## src/rtl/fsk_demod_gen.sv

```systemverilog
// FSK tone demodulator: counts synchronized rising edges per fixed window, classifies
// each window as mark/space/idle, debounces the class and tracks carrier presence.
module fsk_demod_gen #(
  parameter int   CNT_W      = 10,
  parameter int   WINDOW     = 16,
  parameter int   HI_THRESH  = 6,
  parameter logic IDLE_LEVEL = 1'b1,
  parameter int   CONFIRM    = 1,
  parameter int   LOSS_WIN   = 4
) (
  input  logic             sysclk,
  input  logic             reset,
  input  logic             signal_in,
  output logic             signal_out,
  output logic             bit_valid,
  output logic [CNT_W-1:0] edge_count,
  output logic             carrier_ok
);

  localparam int WCNT_W = $clog2(WINDOW);
  localparam int RUN_W  = $clog2(CONFIRM + 1);
  localparam int IDLE_W = $clog2(LOSS_WIN + 1);

  localparam logic [WCNT_W-1:0] WCNT_LAST = WCNT_W'(WINDOW - 1);

  localparam logic [1:0] CLS_IDLE  = 2'd0;
  localparam logic [1:0] CLS_SPACE = 2'd1;
  localparam logic [1:0] CLS_MARK  = 2'd2;

  logic              sync1_q, sync1_d;
  logic              sync2_q, sync2_d;
  logic              dly_q, dly_d;
  logic [1:0]        sync_ok_q, sync_ok_d;
  logic              armed_q, armed_d;
  logic [WCNT_W-1:0] wcnt_q, wcnt_d;
  logic [CNT_W-1:0]  acc_q, acc_d;
  logic [CNT_W-1:0]  edge_count_q, edge_count_d;
  logic              bit_valid_q, bit_valid_d;
  logic [1:0]        applied_q, applied_d;
  logic [1:0]        cand_q, cand_d;
  logic [RUN_W-1:0]  run_q, run_d;
  logic [IDLE_W-1:0] idle_run_q, idle_run_d;
  logic              carrier_q, carrier_d;

  logic              rise;
  logic [CNT_W-1:0]  acc_next;
  logic [31:0]       cnt32;
  logic [1:0]        cls;
  logic [RUN_W-1:0]  run_inc;
  logic [IDLE_W-1:0] idle_inc;

  assign rise = sync2_q & ~dly_q;

  always_comb begin
    // NOTE: every variable gets a default here so no path leaves one unassigned (no latches).
    sync1_d      = signal_in;
    sync2_d      = sync1_q;
    dly_d        = sync2_q;
    sync_ok_d    = {sync_ok_q[0], 1'b1};
    armed_d      = armed_q;
    wcnt_d       = wcnt_q;
    acc_d        = acc_q;
    edge_count_d = edge_count_q;
    bit_valid_d  = 1'b0;
    applied_d    = applied_q;
    cand_d       = cand_q;
    run_d        = run_q;
    idle_run_d   = idle_run_q;
    carrier_d    = carrier_q;
    run_inc      = '0;
    idle_inc     = idle_run_q;

    acc_next = (rise && !(&acc_q)) ? acc_q + CNT_W'(1) : acc_q;
    cnt32    = 32'(acc_next);
    if (cnt32 == 32'd0)                   cls = CLS_IDLE;
    else if (cnt32 >= $unsigned(HI_THRESH)) cls = CLS_MARK;
    else                                  cls = CLS_SPACE;

    // Synchronizer contents are meaningless until two real samples have shifted in.
    if (!armed_q && sync_ok_q[1] && !sync2_q) armed_d = 1'b1;

    if (armed_q) begin
      if (wcnt_q == WCNT_LAST) begin
        wcnt_d       = '0;
        acc_d        = '0;
        edge_count_d = acc_next;
        bit_valid_d  = 1'b1;

        if (cls == applied_q) begin
          run_d = '0;
        end else begin
          run_inc = (run_q != '0 && cand_q == cls) ? run_q + RUN_W'(1) : RUN_W'(1);
          if (int'(run_inc) >= CONFIRM) begin
            applied_d = cls;
            run_d     = '0;
          end else begin
            run_d  = run_inc;
            cand_d = cls;
          end
        end

        if (cls == CLS_IDLE) begin
          if (int'(idle_run_q) < LOSS_WIN) idle_inc = idle_run_q + IDLE_W'(1);
          idle_run_d = idle_inc;
          if (int'(idle_inc) >= LOSS_WIN) carrier_d = 1'b0;
        end else begin
          idle_run_d = '0;
          carrier_d  = 1'b1;
        end
      end else begin
        wcnt_d = wcnt_q + WCNT_W'(1);
        acc_d  = acc_next;
      end
    end
  end

  always_ff @(posedge sysclk) begin
    // NOTE: state updates use non-blocking assignments so every flop samples pre-edge values.
    if (!reset) begin
      sync1_q      <= 1'b0;
      sync2_q      <= 1'b0;
      dly_q        <= 1'b0;
      sync_ok_q    <= 2'b00;
      armed_q      <= 1'b0;
      wcnt_q       <= '0;
      acc_q        <= '0;
      edge_count_q <= '0;
      bit_valid_q  <= 1'b0;
      applied_q    <= CLS_IDLE;
      cand_q       <= CLS_IDLE;
      run_q        <= '0;
      idle_run_q   <= '0;
      carrier_q    <= 1'b0;
    end else begin
      sync1_q      <= sync1_d;
      sync2_q      <= sync2_d;
      dly_q        <= dly_d;
      sync_ok_q    <= sync_ok_d;
      armed_q      <= armed_d;
      wcnt_q       <= wcnt_d;
      acc_q        <= acc_d;
      edge_count_q <= edge_count_d;
      bit_valid_q  <= bit_valid_d;
      applied_q    <= applied_d;
      cand_q       <= cand_d;
      run_q        <= run_d;
      idle_run_q   <= idle_run_d;
      carrier_q    <= carrier_d;
    end
  end

  assign signal_out = (applied_q == CLS_MARK)  ? 1'b1 :
                      (applied_q == CLS_SPACE) ? 1'b0 : IDLE_LEVEL;
  assign bit_valid  = bit_valid_q;
  assign edge_count = edge_count_q;
  assign carrier_ok = carrier_q;

endmodule

```

## config.mk

```make
export PLATFORM = sky130hd
export DESIGN_NAME = fsk_demod_gen
export DESIGN_NICKNAME = d
export VERILOG_FILES = /design/src/rtl/fsk_demod_gen.sv
export SDC_FILE = /design/constraint.sdc
export NUM_CORES = 1
export LEC_CHECK = 0
export ABC_AREA = 1
export BUFFER_PORTS_ARGS = -buffer_cell sky130_fd_sc_hd__buf_2
export CAP_MARGIN = 20
export CORE_MARGIN = 2
export CORE_UTILIZATION = 40
export CTS_BUF_LIST = sky130_fd_sc_hd__clkbuf_8
export DETAILED_ROUTE_END_ITERATION = 10
export HOLD_SLACK_MARGIN = 0.02
export PLACE_DENSITY = 0.64
export SLEW_MARGIN = 20
export SYNTH_ARGS = -nofsm -noshare
export SYNTH_HDL_FRONTEND = slang
export SYNTH_SLANG_ARGS = --single-unit
```

## constraint.sdc

```tcl
create_clock -name sysclk -period 5.55 [get_ports sysclk]
set_input_delay 0.2775 -clock sysclk [delete_from_list [all_inputs] [get_ports sysclk]]
set_output_delay 0.2775 -clock sysclk [all_outputs]
set_load 0.01 [all_outputs]
```

==> impl_metrics.tcl <==
set metrics [dict create \
    hold_path.class "in2reg" \
    drtAntennaViolNets 0 \
    seq_area_frac_synth 0.409 \
    seqCellArea_um2 741 \
    netlist-cell-type-count 34 \
    drive_above_1_share 0.185 \
    track_usage 0.156 \
    cp_data_required_time_ns 5.80 \
    cp_max_fo 6 \
    yosysTopAreaCellShare 0.409 \
    drv_cap 0 \
    synthTopCellsByCount "68 x nand2_1, 37 x dfxtp_1, 33 x inv_1" \
    clk_latency_ns 0.29 \
    multi_input_area_um2 923 \
    maxSlewViolCount 0 \
    drtIter0Drc 66 \
    status "completed" \
    avgSynthCellArea_um2 7.49 \
    criticalPathCategory "reg2reg" \
    nets 265 \
    final_area_um2 2020 \
    globalRouteOverflowTotal 0 \
    hold_viol 0 \
    finalCritPeriodShare 0.393 \
    syn_nets 248 \
    synth-seq-cells 37 \
    cts_buffer_depth 2 \
    dp_hpwl_mm 2.75 \
    place_congestion 0.863 \
    powerDensity_nw_per_um2 240 \
    grtUsageMet3 0.0422 \
    dieHeight_um 71.3 \
    cts_tree "built" \
    yosys_warnings 0 \
    p_leak_uw 0.000899 \
    post_cts_buffers 0 \
    grt_pass1_wl_mm 6.22 \
    fin_worst_skew_ns 0.00649 \
    finalSetupViolCount 0 \
    first_pass_iters 4 \
    pin_count 16 \
    die_area_um2 5090 \
    wl_per_cell_um 11.6 \
    syn-cell-area_um2 1810 \
    r2r-start "acc_q[0]" \
    setup_tns_ns 0 \
    root_buffer "clkbuf_8" \
    cts_buffers 5 \
    yosysMostFrequentCell "nand2_1" \
    antenna_found_initial 0 \
    yosysTopAreaCell "dfxtp_1" \
    viasPerCell 4.79 \
    min_from "signal_in" \
    synth-async-reset-ratio 0 \
    cp-start-kind "register" \
    syn_to_final_growth_pct 11.5 \
    rsz0062_at_grt "false" \
    drc 0 \
    htreeDepth 2 \
    clock.fmax_mhz 459 \
    fillerInstances 437 \
    start_util 0.416 \
    ctsResizeCount 0 \
    cts_sinks 37 \
    core-area_um2 4350 \
    top_usage_layer "met2" \
    diodes 0 \
    synth-edff-count 0 \
    min_period_ns 2.18 \
    grt_max_degree 16 \
    die_w_um 71.3 \
    postSynthCellCount 242 \
    clk_pin_slew_ns 0.08 \
    setup.worst_path.end_class "register" \
    critPathArrivalTime_ns 2.43 \
    synth-main-ff-cell "dfxtp_1" \
    numPortBuffers 15 \
    grt_use_met2 0.237 \
    met1_usage 0.212 \
    vdd_ir_drop_max_uv 188 \
    synth_area_leaders "dfxtp_1 41%, nand2_1 14%, inv_1 6.8%" \
    critPathLaunch "acc_q[0]" \
    drt-total-wl_mm 3.62 \
    rows 24 \
    grt_pass1_vias 1361 \
    vias 1494 \
    cts_hold_buf 0 \
    placed_cell_area_um2 1930 \
    tightest_slew_ns 0.754 \
    relSlewSlack 0.496 \
]
-- per-stage QoR --
stage	cells	utilization	setup slack [ns]	power (uW)	hold WS (ns)
after floorplan	242	-	3.66	296	0.305
after global placement	304	0.444	3.38	301	0.392
after detailed placement	304	0.444	3.36	302	0.404
after CTS	312	0.464	3.35	493	0.159
after global routing	312	0.464	3.14	505	0.153
final	312	0.464	3.37	486	0.166
-- worst max-delay path, stage by stage (launching register included) --
cell and delay (ns):
dfxtp_1 0.55, ha_1 0.34, nand3_4 0.12, nor2_4 0.14
a21oi_2 0.12, o21ai_1 0.26, nand2_1 0.14, nor2_4 0.12
nand3_1 0.10, mux2i_1 0.13, nand2_1 0.06, inv_1 0.04
-- cells by family (layout without fill, tap and decap cells) --
group / count (synthesis) / after routing / synth area share
flip-flops: 37 / 37 / 0.409
buffers and inverters: 39 / 57 / 0.0821
adder cells (fa/ha/maj): 3 / 3 / 0.0207
XOR/XNOR: 5 / 5 / 0.0345
AND/OR/NAND/NOR: 122 / 122 / 0.330
multiplexers: 2 / 2 / 0.0110
AO/OA/AOI/OAI: 34 / 34 / 0.113
-- sequential cells by signal, summed over array words and instances, names as in the netlist --
| register | count |
|---|---|
| acc_q | 10 |
| edge_count | 10 |
| wcnt_q | 4 |
| idle_run_q | 3 |
| applied_q | 2 |
| sync_ok_q | 2 |
| armed_q | 1 |
| bit_valid | 1 |
| carrier_ok | 1 |
| dly_d | 1 |
| dly_q | 1 |
| sync1_q | 1 |
-- final timing paths --
| kind | slack [ns] | cells after the start | end |
|---|---|---|---|
| max | 3.37 | 11 | applied_q[0] |
| min | 0.17 | 3 | sync1_q |
| max reg2reg | 3.37 | 11 | applied_q[0] |
| min reg2reg | 0.42 | 2 | dly_d |
-- cell usage in the layout, fill, tap and decap left out, types with 5 or more instances in the layout --
cell type  instances
nand2_1           68
dfxtp_1           37
clkbuf_8           5
nand3_1           10
inv_1             33
nand2_2            5
o21ai_0           10
nor2_1            18
a21oi_1           13
buf_2             15
-- where the power goes --
part,switching (uW),internal (uW)
Combinational,16.9,6.64
Clock,102,89.0
Sequential,3.14,269
-- final cells by class --
| type | instances | share of cell area |
|---|---|---|
| Sequential cell | 37 | 0.366 |
| Tap cell | 52 | 0.0322 |
| Clock buffer | 5 | 0.0340 |
| Timing Repair Buffer | 15 | 0.0371 |
| Inverter | 34 | 0.0631 |
| Clock inverter | 3 | 0.0105 |
| Multi-Input combinational cell | 166 | 0.457 |
-- layer usage --
metal | vias to the layer above | wire [um]
li1 | 800 | -
met5 | - | 0
met2 | 26 | 1560
met3 | 5 | 159
met1 | 663 | 1850
met4 | 0 | 46
Power figures use the tool's default switching activity.
